**src/rtl/fetch_prefetch_queue_if.sv**
```systemverilog
// Instruction-memory port of the fetch stage: request/grant issue side plus in-order response side.
interface fetch_prefetch_queue_if #(
  parameter int unsigned ADDR_WIDTH = 32,
  parameter int unsigned DATA_WIDTH = 32
);
  logic                  imem_req;
  logic [ADDR_WIDTH-1:0] imem_addr;
  logic                  imem_gnt;
  logic                  imem_rvalid;
  logic [DATA_WIDTH-1:0] imem_rdata;

  modport master (
    output imem_req, imem_addr,
    input  imem_gnt, imem_rvalid, imem_rdata
  );

  modport slave (
    input  imem_req, imem_addr,
    output imem_gnt, imem_rvalid, imem_rdata
  );
endinterface

```
**src/rtl/fetch_prefetch_queue.sv**
```systemverilog
// Fetch stage: issues PC requests to a variable-latency memory, buffers responses in a prefetch FIFO
// for decode, and handles stall plus branch redirect with discard of in-flight responses.
module fetch_prefetch_queue #(
  parameter int unsigned           ADDR_WIDTH      = 32,
  parameter int unsigned           DATA_WIDTH      = 32,
  parameter int unsigned           QUEUE_DEPTH     = 4,
  parameter int unsigned           MAX_OUTSTANDING = 2,
  parameter logic [ADDR_WIDTH-1:0] RESET_VECTOR    = '0
) (
  input  logic                   clock,
  input  logic                   reset_n,
  input  logic [ADDR_WIDTH-1:0]  pc_branch_d,
  input  logic                   pc_src_d,
  input  logic                   stall_f,
  fetch_prefetch_queue_if.master imem,
  output logic                   valid_f,
  output logic [DATA_WIDTH-1:0]  instruction_f,
  output logic [ADDR_WIDTH-1:0]  pc_plus_4_f
);

  localparam int unsigned QIDX_W = $clog2(QUEUE_DEPTH);
  localparam int unsigned CNT_W  = $clog2(QUEUE_DEPTH) + 1;
  localparam int unsigned OUT_W  = $clog2(MAX_OUTSTANDING) + 1;
  localparam int unsigned AIDX_W = (MAX_OUTSTANDING > 1) ? $clog2(MAX_OUTSTANDING) : 1;
  localparam int unsigned SUM_W  = ((CNT_W > OUT_W) ? CNT_W : OUT_W) + 1;

  logic [ADDR_WIDTH-1:0] fetch_pc;
  logic [CNT_W-1:0]      count;
  logic [OUT_W-1:0]      outstanding;
  logic [OUT_W-1:0]      outstanding_next;
  logic [OUT_W-1:0]      drop;
  logic [QIDX_W-1:0]     q_rd;
  logic [QIDX_W-1:0]     q_wr;
  logic [AIDX_W-1:0]     a_rd;
  logic [AIDX_W-1:0]     a_wr;

  logic [DATA_WIDTH-1:0] q_data [QUEUE_DEPTH];
  logic [ADDR_WIDTH-1:0] q_pc   [QUEUE_DEPTH];
  logic [ADDR_WIDTH-1:0] a_fifo [MAX_OUTSTANDING];

  logic                  accept;
  logic                  resp;
  logic                  drop_hit;
  logic                  push;
  logic                  pop;
  logic                  has_room;
  logic [ADDR_WIDTH-1:0] resp_pc4;
  logic [ADDR_WIDTH-1:0] branch_aligned;

  // Room is reserved for every in-flight request, so a full queue can never be overrun.
  assign has_room = (SUM_W'(count) + SUM_W'(outstanding)) < SUM_W'(QUEUE_DEPTH);

  assign imem.imem_req  = reset_n & has_room & (outstanding < OUT_W'(MAX_OUTSTANDING)) & ~pc_src_d;
  assign imem.imem_addr = fetch_pc;

  assign accept         = imem.imem_req & imem.imem_gnt;
  assign resp           = imem.imem_rvalid;
  assign drop_hit       = resp & (drop != '0);
  assign push           = resp & ~drop_hit & ~pc_src_d;
  assign pop            = valid_f & ~stall_f & ~pc_src_d;
  assign resp_pc4       = a_fifo[a_rd] + ADDR_WIDTH'(4);
  assign branch_aligned = pc_branch_d & ~ADDR_WIDTH'(3);

  assign valid_f       = (count != '0);
  assign instruction_f = valid_f ? q_data[q_rd] : '0;
  assign pc_plus_4_f   = valid_f ? q_pc[q_rd]   : '0;

  always_comb begin
    outstanding_next = outstanding;
    if (accept && !resp) begin
      outstanding_next = outstanding + OUT_W'(1);
    end else if (!accept && resp) begin
      outstanding_next = outstanding - OUT_W'(1);
    end
  end

  function automatic logic [AIDX_W-1:0] a_inc(input logic [AIDX_W-1:0] idx);
    return (idx == AIDX_W'(MAX_OUTSTANDING - 1)) ? '0 : idx + AIDX_W'(1);
  endfunction

  // Control state; redirect wins over issue, push and pop.
  always_ff @(posedge clock or negedge reset_n) begin
    if (!reset_n) begin
      fetch_pc    <= RESET_VECTOR;
      count       <= '0;
      outstanding <= '0;
      drop        <= '0;
      q_rd        <= '0;
      q_wr        <= '0;
      a_rd        <= '0;
      a_wr        <= '0;
    end else begin
      outstanding <= outstanding_next;
      if (accept) a_wr <= a_inc(a_wr);
      if (resp)   a_rd <= a_inc(a_rd);

      if (pc_src_d) begin
        fetch_pc <= branch_aligned;
        drop     <= outstanding_next;
        count    <= '0;
        q_rd     <= '0;
        q_wr     <= '0;
      end else begin
        if (accept)   fetch_pc <= fetch_pc + ADDR_WIDTH'(4);
        if (drop_hit) drop     <= drop - OUT_W'(1);
        if (push)     q_wr     <= q_wr + QIDX_W'(1);
        if (pop)      q_rd     <= q_rd + QIDX_W'(1);
        if (push && !pop) begin
          count <= count + CNT_W'(1);
        end else if (pop && !push) begin
          count <= count - CNT_W'(1);
        end
      end
    end
  end

  // Payload storage needs no reset: nothing is read before it is written.
  always_ff @(posedge clock) begin
    if (push) begin
      q_data[q_wr] <= imem.imem_rdata;
      q_pc[q_wr]   <= resp_pc4;
    end
    if (accept) begin
      a_fifo[a_wr] <= fetch_pc;
    end
  end

  a_count_bound: assert property (@(posedge clock) disable iff (!reset_n)
    count <= CNT_W'(QUEUE_DEPTH));
  a_outstanding_bound: assert property (@(posedge clock) disable iff (!reset_n)
    outstanding <= OUT_W'(MAX_OUTSTANDING));
  a_drop_bound: assert property (@(posedge clock) disable iff (!reset_n)
    drop <= outstanding);
  a_no_orphan_resp: assert property (@(posedge clock) disable iff (!reset_n)
    resp |-> (outstanding != '0));

endmodule

```
**src/flat_wrapper.sv**
```systemverilog
// flat-port wrapper written by rule: the top's interface ports become plain ports
module fetch_prefetch_queue_flat 
#(
  parameter int unsigned           ADDR_WIDTH      = 32,
  parameter int unsigned           DATA_WIDTH      = 32,
  parameter int unsigned           QUEUE_DEPTH     = 4,
  parameter int unsigned           MAX_OUTSTANDING = 2,
  parameter logic [ADDR_WIDTH-1:0] RESET_VECTOR    = '0
)
  (clock, reset_n, pc_branch_d, pc_src_d, stall_f, valid_f, instruction_f, pc_plus_4_f, imem_imem_req, imem_imem_addr, imem_imem_gnt, imem_imem_rvalid, imem_imem_rdata);
  fetch_prefetch_queue_if #(.ADDR_WIDTH(ADDR_WIDTH), .DATA_WIDTH(DATA_WIDTH)) imem_i ();
  input  logic clock;
  input  logic reset_n;
  input  logic [ADDR_WIDTH-1:0] pc_branch_d;
  input  logic pc_src_d;
  input  logic stall_f;
  output logic valid_f;
  output logic [DATA_WIDTH-1:0] instruction_f;
  output logic [ADDR_WIDTH-1:0] pc_plus_4_f;
  output wire logic [$bits(imem_i.imem_req)-1:0] imem_imem_req;
  output wire logic [$bits(imem_i.imem_addr)-1:0] imem_imem_addr;
  input wire logic [$bits(imem_i.imem_gnt)-1:0] imem_imem_gnt;
  input wire logic [$bits(imem_i.imem_rvalid)-1:0] imem_imem_rvalid;
  input wire logic [$bits(imem_i.imem_rdata)-1:0] imem_imem_rdata;
  assign imem_imem_req = imem_i.imem_req;
  assign imem_imem_addr = imem_i.imem_addr;
  assign imem_i.imem_gnt = imem_imem_gnt;
  assign imem_i.imem_rvalid = imem_imem_rvalid;
  assign imem_i.imem_rdata = imem_imem_rdata;
  fetch_prefetch_queue #(.ADDR_WIDTH(ADDR_WIDTH), .DATA_WIDTH(DATA_WIDTH), .QUEUE_DEPTH(QUEUE_DEPTH), .MAX_OUTSTANDING(MAX_OUTSTANDING), .RESET_VECTOR(RESET_VECTOR)) u_core (.clock(clock), .reset_n(reset_n), .pc_branch_d(pc_branch_d), .pc_src_d(pc_src_d), .stall_f(stall_f), .imem(imem_i), .valid_f(valid_f), .instruction_f(instruction_f), .pc_plus_4_f(pc_plus_4_f));
endmodule
```
**config.mk**
```make
export PLATFORM = sky130hd
export DESIGN_NAME = fetch_prefetch_queue_flat
export DESIGN_NICKNAME = d
export VERILOG_FILES = /design/src/rtl/fetch_prefetch_queue_if.sv /design/src/rtl/fetch_prefetch_queue.sv /design/src/flat_wrapper.sv
export SDC_FILE = /design/constraint.sdc
export NUM_CORES = 1
export LEC_CHECK = 0
export ABC_AREA = 1
export CAP_MARGIN = 40
export CORE_MARGIN = 10
export CORE_UTILIZATION = 45
export CTS_CLUSTER_SIZE = 28
export DETAILED_ROUTE_END_ITERATION = 10
export GPL_TIMING_DRIVEN = 0
export PLACE_DENSITY = 0.73
export SETUP_SLACK_MARGIN = 0.2
export SYNTH_ARGS = -nofsm -noshare
export SYNTH_HDL_FRONTEND = slang
export SYNTH_SLANG_ARGS = --single-unit
```
**constraint.sdc**
```tcl
create_clock -name clock -period 7.6 [get_ports clock]
set_input_delay 1.52 -clock clock [delete_from_list [all_inputs] [get_ports clock]]
set_output_delay 1.52 -clock clock [all_outputs]
set_load 0.01 [all_outputs]
```
# Word-level counts from Yosys, hierarchy flattened
# Memories as Yosys holds them, arrays and structs flattened.
# Cells that the tools add are included.
# word_totals
reg_bits	45
ramBits	320
input_bits	70
out_inout_bits	98
wordCells	73
memories	3
# mem_list
name	words	word_bits	read_ports	rd_ports_with_merged_regs	write_ports	line_no	source
u_core.q_data	4	32	1	0	1	fetch_prefetch_queue.sv:37	logic [DATA_WIDTH-1:0] q_data [QUEUE_DEPTH];
u_core.q_pc	4	32	1	0	1	fetch_prefetch_queue.sv:38	logic [ADDR_WIDTH-1:0] q_pc [QUEUE_DEPTH];
u_core.a_fifo	2	32	1	0	1	fetch_prefetch_queue.sv:39	logic [ADDR_WIDTH-1:0] a_fifo [MAX_OUTSTANDING];
# op_classes
n_addsub	12
order_cmp	2
mux	21
bitwise_logic	12
reduce_logical	15
# ops
operator	count
$mux W32	4
$add A32 B3 Y32 const B	2
$mux W2	8
$reduce_bool A2 Y1	5
$and A1 B1 Y1	9
$mux W3	3
$add A2 B1 Y2 const B	3
$mux W1	6
$reduce_bool A3 Y1	2
$add A3 B2 Y4	1
$logic_and A1 B1 Y1	4
$logic_not A1 Y1	4
$lt A4 B3 Y1 const B	1
$sub A2 B1 Y2 const B	2
$add A3 B1 Y3 const B	1
$not A1 Y1	3
$sub A3 B1 Y3 const B	1
$add A1 B1 Y1 const B	2
$lt A2 B2 Y1 const B	1

# Depth between registers and ports, before layout
# logic_depth
depth_word	11
depth_mapped	12
depth_no_buf	12

# Worst setup path before layout
# OpenSTA, ideal clock, no wires.
# synth_path
kind	input to register
startpoint	input pc_src_d
endpoint	memory u_core.q_data[0][0], enable pin
setup_ns	0.482
arrival_time_ns	4.554
t_required_ns	7.118
path_slack_ns	2.564
stages	4
path_buffers	1
path_cell_list	buf_2 nor2_1 inv_1 nor2_1
# synth_via
elab_chain_cells	4
# synth_rtl
item	line_no	source
start: declaration	flat_wrapper.sv:15	input logic pc_src_d;
$not A1 Y1	fetch_prefetch_queue.sv:59	assign push = resp & ~drop_hit & ~pc_src_d;
$and A1 B1 Y1	fetch_prefetch_queue.sv:59	
$mux W1	fetch_prefetch_queue.sv:119	if (push) begin
$mux W1 (not written as such)	fetch_prefetch_queue.sv:120	q_data[q_wr] <= imem.imem_rdata;
end: declaration	fetch_prefetch_queue.sv:37	
# No other way between the ends.

# Worst setup path in the final report
# layout_path
startpoint	register u_core.q_rd[0]
endpoint	output instruction_f[22]
# layout_via
elab_chain_cells	2
# layout_rtl
item	line_no	source
start: declaration	fetch_prefetch_queue.sv:32	logic [QIDX_W-1:0] q_rd;
start signal: assignment	fetch_prefetch_queue.sv:107	if (pop) q_rd <= q_rd + QIDX_W'(1);
$mem_v2 Z4 W32	n/a	
$mux W32	fetch_prefetch_queue.sv:65	assign instruction_f = valid_f ? q_data[q_rd] : '0;
end: declaration	flat_wrapper.sv:18	output logic [DATA_WIDTH-1:0] instruction_f;
# No other way between the ends.

==> metrics.cfg <==
[critical_path]
crit_path_start_kind=flop
crit_path_top_delay_cell=clkdlybuf4s50_1
end_kind=output pin
reg2reg_from=u_core.a_rd
arrival_ns=3.15
required_ns=6.08
critical_path.max_fanout=10
criticalPathCategory=flop to output pin
path_cells=buf_2, inv_2, clkbuf_1, clkbuf_1, o21ai_0, a21oi_1, clkdlybuf4s50_1
critPathMostFrequentCell=clkbuf_1
max_stage_delay_ns=0.61
crit_path_start=u_core.q_rd[0]

[logic_synthesis]
synth.most_common_cell=nor2_1
seq_area_frac_synth=0.6567
synthTopCellsByCount=nor2_1 (350), nand2_1 (349), edfxtp_1 (308)
yosys_warnings=0
synth_top_cell_area_share=0.5883
synth-seq-cells=351
synth.largest_area_cell=edfxtp_1
post_synth_instance_area_mm2=0.01572
async_flop_share=0.1225
synth_edf_count=308
ys_top_cells_by_area=edfxtp_1 (59%), nor2_1 (8.4%), nand2_1 (8.3%)
synthFlopType=edfxtp_1
syn-mean-instance-area_um2=10.13
synth.distinct_cells=35
synthCells=1552

[finish]
seqCellArea_mm2=0.01032
fin_util=0.5596
fillers=2920
fin_nets=1843
area_growth_pct=22.94
diodes=0
multiInputGateArea_mm2=0.004845
stdcell_count=2249
drive_above_1_share=0.07302

[timing]
skew_ns=0.02540
fin_crit_sh=0.6143
fmax_ghz=0.2142
setup_violations=0
relSlewSlack=0.4100
hold_ws_ns=0.5732
min_period_ns=4.669
rsz0062_at_grt=false
hold_viol=0
setup_tns_ns=0
setup_ws_ns=2.931
worst_pin_slew_ns=0.8829
drv_slew=0

[clocking]
clk_pin_slew_ns=0.05
htree_levels=2
ctsRootBufferMaster=clkbuf_16
hold_buffers=0
clock_latency_ns=0.53
cts_buffers=38
cts.sinks=351
cts.path.max_buffers=3
post_cts_resized=0
cts_tree=done
cts_setup_buffers=0

[route]
wl_per_cell_um=17.94
drt-initial-drc-count=837
ant_nets=0
drtPass1Iterations=5
routed_wl_mm=40.35
via_per_inst=5.181
drc=0
num_vias=11650

[global_routing]
track_usage=0.1871
gr-total-overflow=0
grt_first_pass_wirelength_mm=63.47
grt_pass1_vias=11690
grt_max_degree=35
antenna_found_initial=0

[die]
core_area_mm2=0.03454
die_w_um=206.9
ios=168
start_util=0.4552
dieArea_mm2=0.04282
rows=68
dieHeight_um=206.9

[power_and_ir_drop]
powerDensity_mw_per_mm2=319.7
p_leak_uw=0.007117
vdd_drop_max_v=0.0002094

[place]
port_buffers=160
dp_slack_ns=2.969
placed_cells=2179
gp_congestion=0.9067
dp_hpwl_mm=28.16

[worst_hold_path]
holdCritPathClass=flop to flop
worstHoldStart=u_core.drop[0]

[flow_run]
cap_violations=0

[run_status]
status=finished, final reports clean

## final timing paths
| check | to | slack, ns | depth (start not counted) |
|---|---|---|---|
| max in group asynchronous | u_core.drop[1] | 6.20 | 2 |
| min in group asynchronous | u_core.imem.imem_addr[30] | 0.88 | 1 |
| max reg2reg | u_core.q_pc[2][16] | 5.00 | 9 |
| min reg2reg | u_core.drop[0] | 0.57 | 3 |
| min | u_core.drop[0] | 0.57 | 3 |
| max | instruction_f[22] | 2.93 | 7 |
## power breakdown
part	switching, uW	total, uW	internal [uW]
Clock	714	1760	1040
Sequential	101	2440	2340
Combinational	1220	1980	761
Total	2040	6180	4140
## stage by stage
stage	cell area, um^2	total power [uW]
2_1_floorplan	15730	3524
3_3_place_gp	17900	4404
3_5_place_dp	18130	4460
4_1_cts	19330	6216
5_1_grt	19330	6493
6_report	19330	6179
## worst max-delay path, delay by kind of cell, from the launching register on
kind                   cells  cell delay, ns
AOI/OAI and AO/OA          2            0.37
buffers and inverters      5            1.90
DFF                        1            0.36
## kinds of logic after synthesis
kind of cell	after synthesis	synth area share
simple gates	795	0.2048
flops	351	0.6567
xor+xnor	33	0.01838
fa+ha+maj	9	0.007640
other cells	1	0.0002385
compound gates	221	0.07353
buf+inv	142	0.03876
## sequential cells by signal (all words and copies together) (netlist names)
register	count
u_core.imem.imem_addr	30
u_core.count	3
u_core.q_pc	120
u_core.q_rd	2
u_core.q_wr	2
u_core.a_fifo	60
u_core.outstanding	2
u_core.a_rd	1
u_core.q_data	128
u_core.drop	2
u_core.a_wr	1
## layer usage
metal / vias to the layer above / wire length (um) / track usage
met2: 436 / 19360 / 0.3105
met4: 0 / 873 / 0.04994
met1: 5526 / 16980 / 0.2479
met3: 66 / 3139 / 0.03511
met5: - / 0 / 0
li1: 5625 / - / -
## cell usage in the layout (no fill, tap or decap), types with 2 or more instances in the layout
master | synthesis | routed
a21oi_1 | 65 | 65
clkinv_1 | 0 | 5
o21ai_0 | 137 | 137
xnor2_1 | 8 | 8
clkbuf_8 | 0 | 2
buf_1 | 2 | 2
ha_1 | 8 | 8
nand2_2 | 15 | 15
nor2_1 | 350 | 344
inv_2 | 7 | 7
nand3_1 | 41 | 41
inv_1 | 68 | 68
edfxtp_1 | 308 | 308
conb_1 | 1 | 4
buf_6 | 2 | 2
clkinv_2 | 0 | 2
nand2_1 | 349 | 349
o21ai_2 | 6 | 6
dfrtp_1 | 43 | 43
nor2_2 | 10 | 10
clkinv_8 | 0 | 2
buf_12 | 1 | 9
xor2_1 | 25 | 25
nand3b_1 | 18 | 18
nand4_1 | 6 | 6
bufinv_16 | 0 | 2
clkdlybuf4s50_1 | 0 | 159
buf_2 | 15 | 16
o211ai_1 | 9 | 9
clkbuf_1 | 42 | 59
buf_4 | 4 | 4
clkbuf_16 | 0 | 39
nor2_4 | 3 | 9
## layout make-up
class,instances,share of cell area
Timing Repair Buffer,169,0.09230
Clock buffer,58,0.05521
Sequential cell,351,0.5341
Tap cell,455,0.02945
Clock inverter,12,0.006732
Buffer,67,0.01696
Inverter,75,0.01456
Multi-Input combinational cell,1062,0.2506
(Power assumes the default switching activity.)
